`src/rtl/mac_array_ctrl.sv`:
```
// Sequencer for a row x col weight-stationary MAC array: kernel load, settle, execute, drain.
// Define MAC_ARRAY_CTRL_TIMEOUT_EN to add the DRAIN watchdog and its err output.
module mac_array_ctrl #(
  parameter int row    = 8,
  parameter int col    = 8,
  parameter int addr_w = 11,
  parameter int len_w  = 11
) (
  input  logic              clk,
  input  logic              reset,
  input  logic              start,
  input  logic [addr_w-1:0] kernel_base,
  input  logic [addr_w-1:0] act_base,
  input  logic [len_w-1:0]  num_vec,
  input  logic              valid_last,
  output logic              mem_cen,
  output logic [addr_w-1:0] mem_addr,
  output logic [1:0]        inst_w,
  output logic              busy,
  output logic              done
`ifdef MAC_ARRAY_CTRL_TIMEOUT_EN
  ,
  output logic              err
`endif
);

  localparam int SETTLE_N = row + col;
  localparam int WD_N     = 2 * (row + col);
  localparam int CNT_W    = ((len_w > $clog2(WD_N + 1)) ? len_w : $clog2(WD_N + 1)) + 1;
  localparam logic [CNT_W-1:0] KL_LAST = CNT_W'(col - 1);
  localparam logic [CNT_W-1:0] ST_LAST = CNT_W'(SETTLE_N - 1);
`ifdef MAC_ARRAY_CTRL_TIMEOUT_EN
  localparam logic [CNT_W-1:0] WD_LAST = CNT_W'(WD_N - 1);
`endif

  typedef enum logic [2:0] {
    S_IDLE, S_KLOAD, S_SETTLE, S_EXEC, S_DRAIN, S_DONE
  } state_t;

  state_t            r_state, w_state_nxt;
  logic [CNT_W-1:0]  r_cnt, w_cnt_nxt, w_num_last;
  logic [addr_w-1:0] r_kbase, r_abase;
  logic [len_w-1:0]  r_num, r_out_cnt, w_out_nxt;
  logic              w_accept;
  logic              r_cen, w_cen_nxt;
  logic [addr_w-1:0] r_addr, w_addr_nxt;
  logic [1:0]        r_phase, w_phase_nxt, r_inst;
  logic              r_busy, r_done;
`ifdef MAC_ARRAY_CTRL_TIMEOUT_EN
  logic              r_err, w_timeout;
`endif

  assign w_accept   = (r_state == S_IDLE) && start;
  assign w_num_last = CNT_W'(r_num) - CNT_W'(1);
  // out_cnt saturates at num_vec so surplus valid_last pulses cannot overshoot the exit compare
  assign w_out_nxt  = (valid_last && (r_state != S_IDLE) && (r_out_cnt != r_num)) ?
                      r_out_cnt + len_w'(1) : r_out_cnt;

  always_comb begin
    w_state_nxt = r_state;
    w_cnt_nxt   = r_cnt;
    w_cen_nxt   = 1'b1;
    w_addr_nxt  = r_addr;
    w_phase_nxt = 2'b00;
`ifdef MAC_ARRAY_CTRL_TIMEOUT_EN
    w_timeout   = 1'b0;
`endif
    case (r_state)
      S_IDLE: begin
        if (start) begin
          w_state_nxt = S_KLOAD;
          w_cnt_nxt   = '0;
        end
      end
      S_KLOAD: begin
        w_cen_nxt   = 1'b0;
        w_addr_nxt  = r_kbase + addr_w'(r_cnt);
        w_phase_nxt = 2'b01;
        if (r_cnt == KL_LAST) begin
          w_state_nxt = S_SETTLE;
          w_cnt_nxt   = '0;
        end else begin
          w_cnt_nxt = r_cnt + CNT_W'(1);
        end
      end
      S_SETTLE: begin
        if (r_cnt == ST_LAST) begin
          w_state_nxt = (r_num != '0) ? S_EXEC : S_DONE;
          w_cnt_nxt   = '0;
        end else begin
          w_cnt_nxt = r_cnt + CNT_W'(1);
        end
      end
      S_EXEC: begin
        w_cen_nxt   = 1'b0;
        w_addr_nxt  = r_abase + addr_w'(r_cnt);
        w_phase_nxt = 2'b10;
        if (r_cnt == w_num_last) begin
          w_state_nxt = S_DRAIN;
          w_cnt_nxt   = '0;
        end else begin
          w_cnt_nxt = r_cnt + CNT_W'(1);
        end
      end
      S_DRAIN: begin
        if (w_out_nxt == r_num) begin
          w_state_nxt = S_DONE;
`ifdef MAC_ARRAY_CTRL_TIMEOUT_EN
        end else if (r_cnt == WD_LAST) begin
          w_state_nxt = S_DONE;
          w_timeout   = 1'b1;
        end else begin
          w_cnt_nxt = r_cnt + CNT_W'(1);
`endif
        end
      end
      S_DONE:  w_state_nxt = S_IDLE;
      default: w_state_nxt = S_IDLE;
    endcase
  end

  // Outputs are registered from the current state, so they trail the state by one cycle;
  // inst_w is the read tag delayed once more to line up with the 1-cycle SRAM data.
  always_ff @(posedge clk or negedge reset) begin
    if (!reset) begin
      r_state   <= S_IDLE;
      r_cnt     <= '0;
      r_kbase   <= '0;
      r_abase   <= '0;
      r_num     <= '0;
      r_out_cnt <= '0;
      r_cen     <= 1'b1;
      r_addr    <= '0;
      r_phase   <= 2'b00;
      r_inst    <= 2'b00;
      r_busy    <= 1'b0;
      r_done    <= 1'b0;
`ifdef MAC_ARRAY_CTRL_TIMEOUT_EN
      r_err     <= 1'b0;
`endif
    end else begin
      r_state <= w_state_nxt;
      r_cnt   <= w_cnt_nxt;
      r_cen   <= w_cen_nxt;
      r_addr  <= w_addr_nxt;
      r_phase <= w_phase_nxt;
      r_inst  <= r_phase;
      r_busy  <= (r_state != S_IDLE);
      r_done  <= (r_state == S_DONE);
      if (w_accept) begin
        r_kbase   <= kernel_base;
        r_abase   <= act_base;
        r_num     <= num_vec;
        r_out_cnt <= '0;
`ifdef MAC_ARRAY_CTRL_TIMEOUT_EN
        r_err     <= 1'b0;
`endif
      end else begin
        r_out_cnt <= w_out_nxt;
`ifdef MAC_ARRAY_CTRL_TIMEOUT_EN
        if (w_timeout) r_err <= 1'b1;
`endif
      end
    end
  end

  assign mem_cen  = r_cen;
  assign mem_addr = r_addr;
  assign inst_w   = r_inst;
  assign busy     = r_busy;
  assign done     = r_done;
`ifdef MAC_ARRAY_CTRL_TIMEOUT_EN
  assign err      = r_err;
`endif

endmodule

```
`config.mk`:
```
export PLATFORM = sky130hd
export DESIGN_NAME = mac_array_ctrl
export DESIGN_NICKNAME = d
export VERILOG_FILES = /design/src/rtl/mac_array_ctrl.sv
export SDC_FILE = /design/constraint.sdc
export NUM_CORES = 1
export LEC_CHECK = 0
export ABC_CLOCK_PERIOD_IN_PS = 8300
export BUFFER_PORTS_ARGS = -buffer_cell sky130_fd_sc_hd__buf_2
export CAP_MARGIN = 20
export CORE_ASPECT_RATIO = 1.2
export CORE_MARGIN = 2
export CORE_UTILIZATION = 55
export DETAILED_ROUTE_END_ITERATION = 7
export HOLD_SLACK_MARGIN = 0.03
export PLACE_DENSITY = 0.79
export SYNTH_ARGS = -nofsm -noshare
export SYNTH_HDL_FRONTEND = slang
export SYNTH_SLANG_ARGS = --single-unit
export TNS_END_PERCENT = 20
```
`constraint.sdc`:
```
create_clock -name clk -period 8.3 [get_ports clk]
set_input_delay 0 -clock clk [delete_from_list [all_inputs] [get_ports clk]]
set_output_delay 0 -clock clk [all_outputs]
set_load 0.005 [all_outputs]
```
==> summary.txt <==
Logic synthesis
  – Most used DFF post-synth: dfrtp_1
  – Post-synth cell types: between 50 and 60
  – Synth Area in Compound Gates: a little under an eighth
  – Syn nets: 500
  – Post-synthesis xor/xnor area fraction: 11.2%
  – Seq/Total Area, Yosys: a little over two fifths
  – Synth Register Bits: 77
  – Post-Synth Adder-Cell Area: between 3 and 4%
  – FFs w/ async S/R, synth: 100%
  – Synth Area per Inst: a little over 10 sq um
  – Yosys Warn Count: 0
  – Share of the synthesized area in the top cell type: approximately two fifths
  – Top cells by area, synth: dfrtp_1, mux2_2, xnor2_1
  – Mux cell area share after synthesis: between 10% and 20%
  – Synthesized area: around 4600 sq um
  – Yosys top cell by area: dfrtp_1
  – Simple-gate share of the synthesized area: roughly 16%
  – EDFF count, synth: 0
  – Largest family of logic cells by synthesized area: simple AND/OR/NAND/NOR gates
  – Syn Inst Count: 449

Clock network
  – Post-CTS setup buffers: 0
  – CTS Buf Count: 9
  – Clock sinks: 77
  – Worst skew pair latency: between 300 and 400 ps
  – Clock transition at path regs: about 80 ps
  – Root buffer cell: clkbuf_8
  – H-tree levels: 3
  – Longest Clk Path Bufs: 2
  – CTS tree: yes

Setup path
  – Max stage delay on crit path: about 500 ps
  – Crit. Startpoint: r_state[0]
  – Worst Setup Path Type: reg2reg
  – Setup crit end: mem_addr[10]
  – Reg-to-Reg End: mem_addr[10]
  – R2r worst-path depth: 13
  – Worst setup EP type: flop
  – CP required: between 8000 and 9000 ps
  – Levels on crit path: 13
  – CP max FO: 15
  – Reg2reg start: r_state[0]
  – Worst Path Arrival: 4170 ps
  – Buf/Inv on CP: 0
  – Top delay family on crit path: compound AO/OA/AOI/OAI gates
  – CP startpoint kind: flop
  – Max stage delay cell, worst path: nand2_1
  – Cell chain of the critical path: nor2b_1 -> nand2_1 -> mux2_2 -> ha_1 -> fa_1 -> a21o_1 -> a21oi_1 -> o21bai_1 -> a21oi_1 -> o21ai_0 -> a31oi_1 -> xnor2_1 -> o21ai_0
  – Worst R2R Setup Slack: ~4400 ps

Placed design
  – Hpwl dp: between 7000 and 8000 microns
  – # port buffers: 52
  – Routability cong.: 0.916

Die
  – Die area: just over 9000 sq um
  – Die H: 104 microns
  – Die W: 87.4 microns
  – I/O pins: 53
  – Starting density of the core: roughly 57%
  – Core ar.: between 8000 and 9000 sq um
  – Num rows: 36

Layout
  – Layout cells sized above 1: between 20% and 30%
  – Ant diodes: 0
  – Area added between synthesis and finish: 18.5%
  – Final nets: 573
  – Fin util: between 60% and 70%

GRT
  – Global route overflow: 0
  – GRT Overall Usage: roughly a quarter
  – Vias in the first global route: ~3800
  – Antenna violations before repair: 0
  – First-pass GRT wire length: 18200 microns
  – Largest net degree at the start of global routing: between 70 and 80

Route
  – Wirelength per Cell: around 18 microns
  – DRT iter0 DRCs: about 190
  – Via density per instance: around 5.8
  – WL final: about 11000 microns
  – DRC viols: 0
  – Drt pass-1 iters: 4
  – Post-DRT Antenna Nets: 0
  – Via count: 3625

Power
  – Pwr dens: between 300 and 400 nW/um^2
  – Cell leakage power: 2.45 nW
  – Peak supply drop: approximately 0.23 mV
  – Total power: between 2 and 2.5 mW

Worst hold path
  – Hold_sp: start
  – Hold Crit Class: in2reg

Timing
  – Final Skew: roughly 12 ps
  – Max Clk Rate: 254 MHz
  – Slew Limit Fails: 0
  – # setup viols final: 0
  – Crit path time final: roughly 4000 ps
  – Worst slew margin: between 30% and 40%
  – RSZ-0062 raised after global routing: no
  – Setup tns final: 0 ps
  – Hold Fails Final Rpt: 0
  – Final period util: between 40 and 50%
  – Measured slew at the worst slew-check pin: a little under 1000 ps

Status
  – Outcome: completed

Flow run
  – Max-cap violations: 0
through the flow:
stage	instance area (sq um)	setup slack [ps]	hold slack (ps)	cells
after floorplan	4590	4860	-296	449
after global placement	4850	4620	204	571
after detailed placement	4870	4420	210	572
after CTS	5440	4430	77.7	622
after global routing	5440	4120	109	622
final	5440	4360	71.3	622
routing by layer:
metal	share of wire [%]	vias to the layer above	track usage (%)
met5	0	-	0
met4	2.8	0	9.56
met3	4.0	23	5.24
met2	53	108	44.1
met1	40	1775	30.9
li1	-	1719	-
final cells by class:
class / instances / area, sq um
Sequential cell: 77 / 1930
Inverter: 16 / 60.1
Clock buffer: 11 / 141
Multi-Input combinational cell: 331 / 2480
Fill cell: 601 / 2670
Timing Repair Buffer: 87 / 623
Clock inverter: 5 / 83.8
Tap cell: 95 / 119
timing repair:
action,CTS,global route
hold buffers,34,0
resized for setup,0,0
endpoints found under the hold margin,109,0
kinds of logic (layout without fill, tap and decap cells):
logic type / Yosys count / count (layout)
buf+inv: 41 / 119
simple gates: 136 / 136
flops: 77 / 77
fa+ha+maj: 14 / 14
xor+xnor: 54 / 54
mux: 45 / 45
compound gates: 82 / 82
worst min path at each step:
| stage | endpoint | slack [ps] | depth (start not counted) |
|---|---|---|---|
| 3_3_place_gp | r_out_cnt[5] | 200 | 1 |
| 4_1_cts | r_state[0] | 80 | 3 |
| 3_5_place_dp | r_out_cnt[5] | 210 | 1 |
| 6_report | r_state[0] | 70 | 3 |
| 5_1_grt | r_state[0] | 110 | 3 |
| 2_1_floorplan | busy | -300 | 0 |
synthesized netlist by cell type (9+ instances only):
| cell type | count |
|---|---|
| xnor2_1 | 34 |
| a21o_1 | 9 |
| nand2_1 | 37 |
| nor3_1 | 11 |
| ha_1 | 13 |
| xor2_1 | 17 |
| mux2_2 | 42 |
| o21ai_0 | 31 |
| a21oi_1 | 13 |
| clkbuf_1 | 16 |
| inv_1 | 16 |
| dfrtp_1 | 76 |
| nor2_1 | 26 |
| and3_1 | 9 |
state kept, by name, summed over array words and instances (netlist names):
register	count
busy	1
done	1
inst_w	2
mem_addr	11
mem_cen	1
r_abase	11
r_cnt	12
r_kbase	11
r_num	11
r_out_cnt	11
r_phase	2
r_state	3
cells in the final DEF (no fill, tap or decap), types with 4 or more instances in the layout:
master / netlist / layout
dfrtp_1: 76 / 76
o21ai_0: 31 / 31
or4_1: 4 / 4
dlygate4sd3_1: 0 / 34
nor3b_1: 8 / 8
nor4_1: 8 / 8
nand3_1: 6 / 6
ha_1: 13 / 13
nor3_1: 11 / 11
xnor2_1: 34 / 34
xor2_1: 17 / 17
and3_1: 9 / 9
a21o_1: 9 / 9
nand2_1: 37 / 37
buf_2: 3 / 51
inv_1: 16 / 16
mux2_2: 42 / 42
o21bai_1: 5 / 5
nor2_1: 26 / 25
a21oi_1: 13 / 13
nand2b_1: 4 / 4
clkbuf_8: 0 / 10
worst min-delay path, delay by kind of cell:
| kind | cells | cell delay, ps |
|---|---|---|
| AO/OA/AOI/OAI | 1 | 100 |
| buffers and inverters | 1 | 100 |
| multiplexers | 1 | 200 |
power breakdown:
group	leakage (nW)	total, mW	switching, mW	internal, mW
clock network	0.106	0.325	0.147	0.178
logic	1.39	1.03	0.527	0.500
registers	0.955	0.715	0.181	0.533
total	2.45	2.07	0.855	1.21
Note: power is estimated with default switching activity, not from simulation.
